<file path="config.mk">
export PLATFORM = sky130hd
export DESIGN_NAME = ifu_bpu_dyn
export DESIGN_NICKNAME = d
export VERILOG_FILES = /design/src/rtl/ifu_bpu_dyn.sv
export SDC_FILE = /design/constraint.sdc
export NUM_CORES = 1
export LEC_CHECK = 0
export CAP_MARGIN = 40
export CORE_MARGIN = 3
export CORE_UTILIZATION = 45
export DETAILED_ROUTE_END_ITERATION = 6
export PLACE_DENSITY = 0.67
export SLEW_MARGIN = 10
export SYNTH_ARGS = -nofsm -noshare
export SYNTH_HDL_FRONTEND = slang
export SYNTH_SLANG_ARGS = --single-unit
</file>
<file path="constraint.sdc">
create_clock -name clk -period 6.2 [get_ports clk]
set_clock_uncertainty 0.15 [all_clocks]
set_input_delay 1.86 -clock clk [delete_from_list [all_inputs] [get_ports clk]]
set_output_delay 1.86 -clock clk [all_outputs]
set_load 0.05 [all_outputs]
</file>
<file path="src/rtl/ifu_bpu_dyn.sv">
// Branch prediction: 2-bit counter BHT for Bxx, a return address stack for JALR, and next-PC adder operands.
// Latency: predictions are combinational from decode; BHT/RAS updates are visible the cycle after the edge.
// Backpressure: bpu_wait holds the IFU on a JALR rs1 dependency and for the one-cycle regfile read of an xN JALR.
module ifu_bpu_dyn #(
    parameter int PC_SIZE     = 32,
    parameter int XLEN        = 32,
    parameter int RFIDX_WIDTH = 5,
    parameter int BHT_IDX_W   = 6,
    parameter int RAS_DEPTH   = 4,
    parameter bit USE_DYN     = 1'b1
) (
    input  logic                   clk,
    input  logic                   rst,
    input  logic [PC_SIZE-1:0]     pc,
    input  logic                   dec_i_valid,
    input  logic                   dec_accept,
    input  logic                   dec_jal,
    input  logic                   dec_jalr,
    input  logic                   dec_bxx,
    input  logic [XLEN-1:0]        dec_bjp_imm,
    input  logic [RFIDX_WIDTH-1:0] dec_jalr_rs1idx,
    input  logic [RFIDX_WIDTH-1:0] dec_rdidx,
    input  logic                   oitf_empty,
    input  logic                   ir_empty,
    input  logic                   ir_rs1en,
    input  logic                   ir_valid_clr,
    input  logic                   jalr_rs1idx_cam_irrdidx,
    input  logic [XLEN-1:0]        rf2bpu_x1,
    input  logic [XLEN-1:0]        rf2bpu_rs1,
    input  logic                   upd_valid,
    input  logic [PC_SIZE-1:0]     upd_pc,
    input  logic                   upd_taken,
    input  logic                   ras_clr,
    output logic                   prdt_taken,
    output logic [PC_SIZE-1:0]     prdt_pc_add_op1,
    output logic [PC_SIZE-1:0]     prdt_pc_add_op2,
    output logic                   prdt_ras_hit,
    output logic                   bpu_wait,
    output logic                   bpu2rf_rs1_ena
);
    localparam int BHT_N = 1 << BHT_IDX_W;
    localparam int PW    = (RAS_DEPTH > 1) ? $clog2(RAS_DEPTH) : 1;
    localparam int CW    = $clog2(RAS_DEPTH + 1);
    localparam logic [PW-1:0] PTR_MAX = PW'(RAS_DEPTH - 1);
    localparam logic [CW-1:0] CNT_MAX = CW'(RAS_DEPTH);

    function automatic logic is_link(input logic [RFIDX_WIDTH-1:0] r);
        return (r == RFIDX_WIDTH'(1)) || (r == RFIDX_WIDTH'(5));
    endfunction

    logic [1:0]         bht [BHT_N];
    logic [PC_SIZE-1:0] ras [RAS_DEPTH];
    logic [PW-1:0]      ras_ptr;
    logic [CW-1:0]      ras_cnt;
    logic               rdrf;

    logic [BHT_IDX_W-1:0] rd_idx, upd_idx;
    logic [1:0]           upd_old, upd_new;
    logic [PW-1:0]        top_ptr, inc_ptr;
    logic [PC_SIZE-1:0]   ret_addr;
    logic rs1_x0, rs1_x1, rs1_lnk, rd_lnk, ras_nz, ras_hit, bxx_taken;
    logic jalr_v, x1_dep, xn_jalr, xn_dep, xn_clr, rdrf_set;
    logic ras_fire, ras_push, ras_pop, ras_repl;
    logic unused_upd_bits;

    assign rd_idx   = pc[BHT_IDX_W+1:2];
    assign upd_idx  = upd_pc[BHT_IDX_W+1:2];
    assign unused_upd_bits = ^{upd_pc[PC_SIZE-1:BHT_IDX_W+2], upd_pc[1:0]};
    assign upd_old  = bht[upd_idx];
    assign upd_new  = upd_taken ? ((upd_old == 2'b11) ? 2'b11 : upd_old + 2'b01)
                                : ((upd_old == 2'b00) ? 2'b00 : upd_old - 2'b01);

    assign top_ptr  = (ras_ptr == '0) ? PTR_MAX : ras_ptr - PW'(1);
    assign inc_ptr  = (ras_ptr == PTR_MAX) ? '0 : ras_ptr + PW'(1);
    assign ret_addr = pc + PC_SIZE'(4);

    assign rs1_x0   = (dec_jalr_rs1idx == '0);
    assign rs1_x1   = (dec_jalr_rs1idx == RFIDX_WIDTH'(1));
    assign rs1_lnk  = is_link(dec_jalr_rs1idx);
    assign rd_lnk   = is_link(dec_rdidx);
    assign ras_nz   = (ras_cnt != '0);
    assign ras_hit  = dec_jalr & rs1_lnk & ras_nz;

    assign bxx_taken  = USE_DYN ? bht[rd_idx][1] : dec_bjp_imm[XLEN-1];
    assign prdt_taken = dec_jal | dec_jalr | (dec_bxx & bxx_taken);
    assign prdt_ras_hit    = ras_hit;
    assign prdt_pc_add_op2 = PC_SIZE'(dec_bjp_imm);

    always_comb begin
        prdt_pc_add_op1 = '0;
        if (ras_hit)
            prdt_pc_add_op1 = ras[top_ptr];
        else if (dec_bxx | dec_jal)
            prdt_pc_add_op1 = pc;
        else if (dec_jalr && !rs1_x0)
            prdt_pc_add_op1 = rs1_x1 ? PC_SIZE'(rf2bpu_x1) : PC_SIZE'(rf2bpu_rs1);
    end

    // A RAS hit never needs the register value, so it suppresses every dependency wait.
    assign jalr_v   = dec_i_valid & dec_jalr;
    assign x1_dep   = jalr_v & rs1_x1 & ~ras_hit & (~oitf_empty | jalr_rs1idx_cam_irrdidx);
    assign xn_jalr  = jalr_v & ~rs1_x0 & ~rs1_x1 & ~ras_hit;
    assign xn_dep   = xn_jalr & (~oitf_empty | ~ir_empty);
    assign xn_clr   = xn_dep & oitf_empty & ~ir_empty & (ir_valid_clr | ~ir_rs1en);
    assign rdrf_set = ~rdrf & xn_jalr & (~xn_dep | xn_clr);

    assign bpu2rf_rs1_ena = rdrf_set;
    assign bpu_wait       = x1_dep | xn_dep | rdrf_set;

    always_comb begin
        ras_push = 1'b0;
        ras_pop  = 1'b0;
        ras_repl = 1'b0;
        ras_fire = dec_i_valid & dec_accept;
        if (ras_fire && dec_jal && rd_lnk) begin
            ras_push = 1'b1;
        end else if (ras_fire && dec_jalr) begin
            case ({rd_lnk, rs1_lnk})
                2'b10:   ras_push = 1'b1;
                2'b01:   ras_pop  = ras_nz;
                2'b11: begin
                    // Swapping link registers is a return-then-call: overwrite the top in place.
                    if (dec_rdidx != dec_jalr_rs1idx && ras_nz) ras_repl = 1'b1;
                    else                                        ras_push = 1'b1;
                end
                default: ;
            endcase
        end
    end

    always_ff @(posedge clk) begin
        if (rst) begin
            for (int i = 0; i < BHT_N; i++) bht[i] <= 2'b01;
            ras_ptr <= '0;
            ras_cnt <= '0;
            rdrf    <= 1'b0;
        end else begin
            rdrf <= rdrf_set;
            if (upd_valid) bht[upd_idx] <= upd_new;
            if (ras_clr) begin
                ras_ptr <= '0;
                ras_cnt <= '0;
            end else if (ras_push) begin
                ras_ptr <= inc_ptr;
                if (ras_cnt != CNT_MAX) ras_cnt <= ras_cnt + CW'(1);
            end else if (ras_pop) begin
                ras_ptr <= top_ptr;
                ras_cnt <= ras_cnt - CW'(1);
            end
        end
    end

    always_ff @(posedge clk) begin
        if (!rst && !ras_clr) begin
            if (ras_push)      ras[ras_ptr] <= ret_addr;
            else if (ras_repl) ras[top_ptr] <= ret_addr;
        end
    end
endmodule

</file>
**Word-level counts from Yosys, hierarchy flattened**

Memories as Yosys holds them, arrays and structs flattened.
Cells that the tools add are included.

- Eq/ne operators: 12
- Reductions and logical operators: 20
- Multiplexer cells: 43
- Bitwise operators: 34
- Add/sub/neg operators: 7

Operator list:

| kind | number |
|---|---|
| $mux 32 | 5 |
| $add 32x3->32 const B | 1 |
| $reduce_or 32->1 | 1 |
| $mux 1 | 24 |
| $mux 2 | 9 |
| $and 1x1->1 | 17 |
| $eq 5x1->1 const B | 2 |
| $eq 5x3->1 const B | 2 |
| $mux 3 | 3 |
| $or 1x1->1 | 9 |
| $eq 2x2->1 const B | 4 |
| $not 1->1 | 8 |
| $logic_and 1x1->1 | 6 |
| $mux 6 | 1 |
| $logic_not 5->1 | 1 |
| $ne 5x5->1 | 1 |
| $add 2x1->2 const B | 2 |
| $logic_not 2->1 | 2 |
| $reduce_or 2->1 | 2 |
| $sub 2x1->2 const B | 2 |
| $add 3x1->3 const B | 1 |
| $logic_not 1->1 | 3 |
| $ne 3x3->1 const B | 1 |
| $reduce_bool 3->1 | 1 |
| other kinds (7) | 8 |

- Output and inout port bits: 68
- Memories kept: 2
- Bits of input ports: 185
- Bits in writable memories: 256
- Bits in registers: 6

Memory list:

| name | words | width | read ports | clocked after memory_dff | write ports | line | RTL |
|---|---|---|---|---|---|---|---|
| bht | 64 | 2 | 2 | 0 | 64 | 51 | `logic [1:0] bht [BHT_N];` |
| ras | 4 | 32 | 1 | 0 | 1 | 52 | `logic [PC_SIZE-1:0] ras [RAS_DEPTH];` |

**Longest topological paths before layout**

- Depth in word-level cells: 13
- Mapped depth: 11
- Gate-level depth less buffers: 10

**Worst setup path after synthesis**

No wires, ideal clock.

- Kind: input to output
- Start: input port pc[3]
- End: output port prdt_taken
- Arrival: 4.400 ns
- Stages: 9
- Path slack: -0.210 ns
- Cell sequence: clkbuf_1 > clkbuf_1 > mux4_2 > nand2_1 > a21o_1 > nand2_1 > o2111ai_1 > and3_1 > o21ai_0

- Word-level cells in the longest chain between the ends: 3

Ends and longest elaborated chain:

| what | line | RTL |
|---|---|---|
| start, declared | 14 | `input logic [PC_SIZE-1:0] pc,` |
| $mem_v2 64x2 | -- |  |
| $and 1x1->1 | 85 | `assign prdt_taken = dec_jal \| dec_jalr \| (dec_bxx & bxx_taken);` |
| $or 1x1->1 | 85 |  |
| end, declared | 34 | `output logic prdt_taken,` |

No other way between the ends.

**Final worst setup path**

Same ends and word-level chain as after synthesis.

==> results.json <==
{
  "path_delay_family": "multiplexers",
  "rr_worst_depth": 8,
  "wl_per_cell_um": 22.3,
  "wl_met3_um": 3530,
  "synthSimpleGateAreaFrac_pct": 11.4,
  "p_sw_mw": 1.10,
  "cts_tree": "yes",
  "crit_top_cell": "mux4_2",
  "coreArea_um2": 30900,
  "clk_latency_ps": 550,
  "finalWeightedCongestion": 0.852,
  "rrSetupSlack_ps": 3020,
  "seq_area_um2": 7810,
  "num-nets-final": 1549,
  "drc": 0,
  "seq_area_frac_synth_pct": 54.7,
  "yosys-top-cells-area": "edfxtp_1, mux4_2, a21oi_1",
  "drt-initial-drc-count": 1204,
  "synth_fp_nets": 1430,
  "slew_headroom_pct": 38.6,
  "synth.area.mux_share_pct": 11.5,
  "worst_setup_path_end_kind": "primary output",
  "clkPwrFrac_pct": 41.5,
  "p_int_mw": 3.33,
  "period_needed_ps": 6150,
  "critical_path_class": "primary input to primary output",
  "tritoncts_num_sinks": 262,
  "synth-edff-count": 256,
  "die_w_um": 184,
  "hold_depth": 2,
  "cts.clk_slew.worst_paths_ps": 60,
  "syn_inst": 1241,
  "numCtsBuffers": 29,
  "rows": 64,
  "met1_length_um": 16400,
  "top_layer": "met4",
  "ios": 253,
  "syn_area_per_cell_um2": 11.5,
  "hold_buffers": 0,
  "slew_viol_final": 0,
  "critical_path_buf_inv_count": 3,
  "cp_max_fo": 13,
  "placed_area_um2": 16600,
  "crit_arrival_ps": 4140,
  "ir_worst_vdd_mv": 0.193,
  "synth_top_family_by_area": "compound AO/OA/AOI/OAI gates",
  "yosysTopAreaCell": "edfxtp_1",
  "crit_path_top_delay_cell": "mux4_2",
  "hpwl_um": 27400,
  "pwr-share-seq_pct": 44.6,
  "synth_cell_types": 74,
  "start_util_pct": 46.2,
  "finalSetupViolations": 0,
  "ant_nets": 0,
  "r2r_start": "bht[29][1]$_SDFFCE_PN0P_",
  "drt-pass1-iter-count": 5,
  "timing.rr.end": "bht[30][1]$_SDFFCE_PN0P_",
  "cp_data_required_time_ps": 4190,
  "synth_xor_xnor_area_share_pct": 2.03,
  "antennaDiodeCount": 0,
  "cts_root_buffer": "clkbuf_16",
  "total_power_mw": 4.43,
  "p_per_area_nw_per_um2": 250,
  "dieHeight_um": 184,
  "port-buffer-count": 162,
  "syn_to_final_growth_pct": 24.2,
  "grtUsageTotal_pct": 23.1,
  "status": "completed",
  "hp-start": "ras_cnt[1]$_SDFFE_PP0P_",
  "dr_wl_met2_um": 18700,
  "fmaxAchievable_mhz": 163,
  "via_per_inst": 6.00,
  "multi_input_area_um2": 5810,
  "leakagePower_nw": 5.99,
  "ys.flop_type": "edfxtp_1",
  "worstMarginPinSlew_ps": 914,
  "drive_gt1_share_pct": 16.7,
  "path_cells": "clkdlybuf4s50_1 -> buf_12 -> mux4_2 -> mux4_2 -> mux2_2 -> o21ai_1 -> o21ai_2 -> buf_6",
  "combPwrFrac_pct": 13.8,
  "rsz0062_at_grt": "no",
  "synth-adder-area-share_pct": 0.403,
  "antenna_found_initial": 0,
  "design_area_um2": 17700,
  "vias": 10700,
  "grt_pass1_wl_um": 61200,
  "max_cap_viol_count": 0,
  "finalCritPeriodShare_pct": 99.2,
  "fillers": 2499,
  "htreeDepth": 1,
  "dieArea_um2": 33900,
  "grt_max_degree": 46,
  "synth_top_area_share_pct": 53.9,
  "hold_class": "flop to flop",
  "holdPathEnd": "ras_cnt[1]$_SDFFE_PP0P_",
  "netlist_area_um2": 14300,
  "clockBufferDepth": 3,
  "grt_pass1_vias": 10400,
  "crit_path_start_kind": "primary input",
  "routed_wl_um": 39600,
  "switching_share_pct": 24.8,
  "synth_compound_gate_area_share_pct": 14.6,
  "final-hold-violation-count": 0,
  "slowest_delay_ps": 520,
  "async_reset_ff_share_pct": 0,
  "grt-ovfl-total": 0,
  "synth-seq-cells": 262,
  "synth_warnings": 0
}
-- per-stage QoR --
stage | std cells | TNS [ps] | setup slack [ps] | hold slack, ps | utilization (%)
global placement | 1719 | -250 | -250 | 332 | 53.7
floorplan | 1241 | 0 | 73.5 | 314 | -
CTS | 1777 | 0 | 11.4 | 357 | 57.2
global route | 1779 | 0 | 2.43 | 410 | 57.3
finish | 1779 | 0 | 52.2 | 359 | 57.3
detailed placement | 1722 | -287 | -287 | 346 | 53.8
-- tightest hold or removal path, cell delays in order, from the launching register on --
cell	delay, ps
dfxtp_1	340
nand2_1	70
mux2i_1	60
-- power by group through the flow --
stage / Combinational (mW) / Sequential (mW) / Clock [mW]
floorplan: 0.370 / 2.01 / 0
global placement: 0.594 / 2.01 / 0
detailed placement: 0.599 / 2.01 / 0
CTS: 0.605 / 1.98 / 1.87
global route: 0.645 / 1.98 / 1.95
finish: 0.611 / 1.98 / 1.84
-- state kept, by name, indices dropped and copies added, names as in the netlist --
register	count
bht	128
ras	128
ras_cnt	3
ras_ptr	2
rdrf	1
-- synth_stat cells, types with 3 or more instances --
library cell / instances
mux2_2: 4
and2_1: 5
a211oi_1: 7
nand2b_1: 8
xor2_1: 12
mux2i_1: 29
nand2_1: 175
buf_6: 10
a21boi_0: 21
o32ai_1: 6
o31ai_1: 4
buf_2: 12
nand3_1: 19
nand4_1: 7
a31oi_1: 3
ha_1: 3
nor2_1: 90
or2b_1: 3
a221oi_1: 8
a21oi_1: 147
nor3_1: 10
and3_1: 8
buf_4: 33
o22a_1: 3
edfxtp_1: 256
inv_1: 23
buf_1: 4
dfxtp_1: 6
o21ai_0: 60
o21a_1: 4
xnor2_1: 21
nor4_1: 5
nor3b_1: 3
mux4_2: 55
clkbuf_1: 67
nor2b_1: 4
o22ai_1: 10
o21bai_1: 34
o211ai_1: 7
or2_2: 9
or3_1: 5
-- cell type report --
type                       instances  share of cell area, %
tap                              396                   2.80
clock buffer                      29                   4.09
clock inverter                    25                   1.74
inverter                          23                  0.487
multi-input combinational        830                   32.8
sequential                       262                   44.0
timing repair buffer             214                   14.1
-- repair_timing --
item                                    4_1_cts  5_1_grt
resized for setup                             5        6
pin swaps                                     1        0
endpoints found under the setup margin        1        5
gates cloned                                  1        0
buffers inserted                              0        1
-- layer usage --
metal	vias up	global-route usage, %
li1	4860	-
met1	5212	32.5
met2	523	36.7
met3	82	4.91
met4	0	6.77
met5	-	0
-- worst max-delay path by stage --
stage	from	to	slack, ps	depth (start not counted)
6_report	pc[3]	prdt_taken	50	8
5_1_grt	dec_jalr_rs1idx[1]	prdt_pc_add_op1[13]	2	10
3_3_place_gp	pc[2]	prdt_taken	-250	8
4_1_cts	pc[3]	prdt_taken	10	8
2_1_floorplan	pc[2]	prdt_taken	70	6
3_5_place_dp	pc[2]	prdt_taken	-290	8
-- cell families (layout without fill, tap and decap cells) --
logic type	count (synthesis)	after routing
AND/OR/NAND/NOR	364	364
AO/OA/AOI/OAI	338	338
flip-flops	262	262
buffers and inverters	149	291
multiplexers	91	91
XOR/XNOR	33	33
adder cells (fa/ha/maj)	4	4
-- cell usage in the layout, fill, tap and decap left out, types with 34 or more instances in the layout --
master	count
a21oi_1	142
buf_12	44
buf_4	39
clkdlybuf4s50_1	124
edfxtp_1	256
mux4_2	55
nand2_1	174
nor2_1	87
o21ai_0	58
o21bai_1	34
Power figures use the tool's default switching activity.
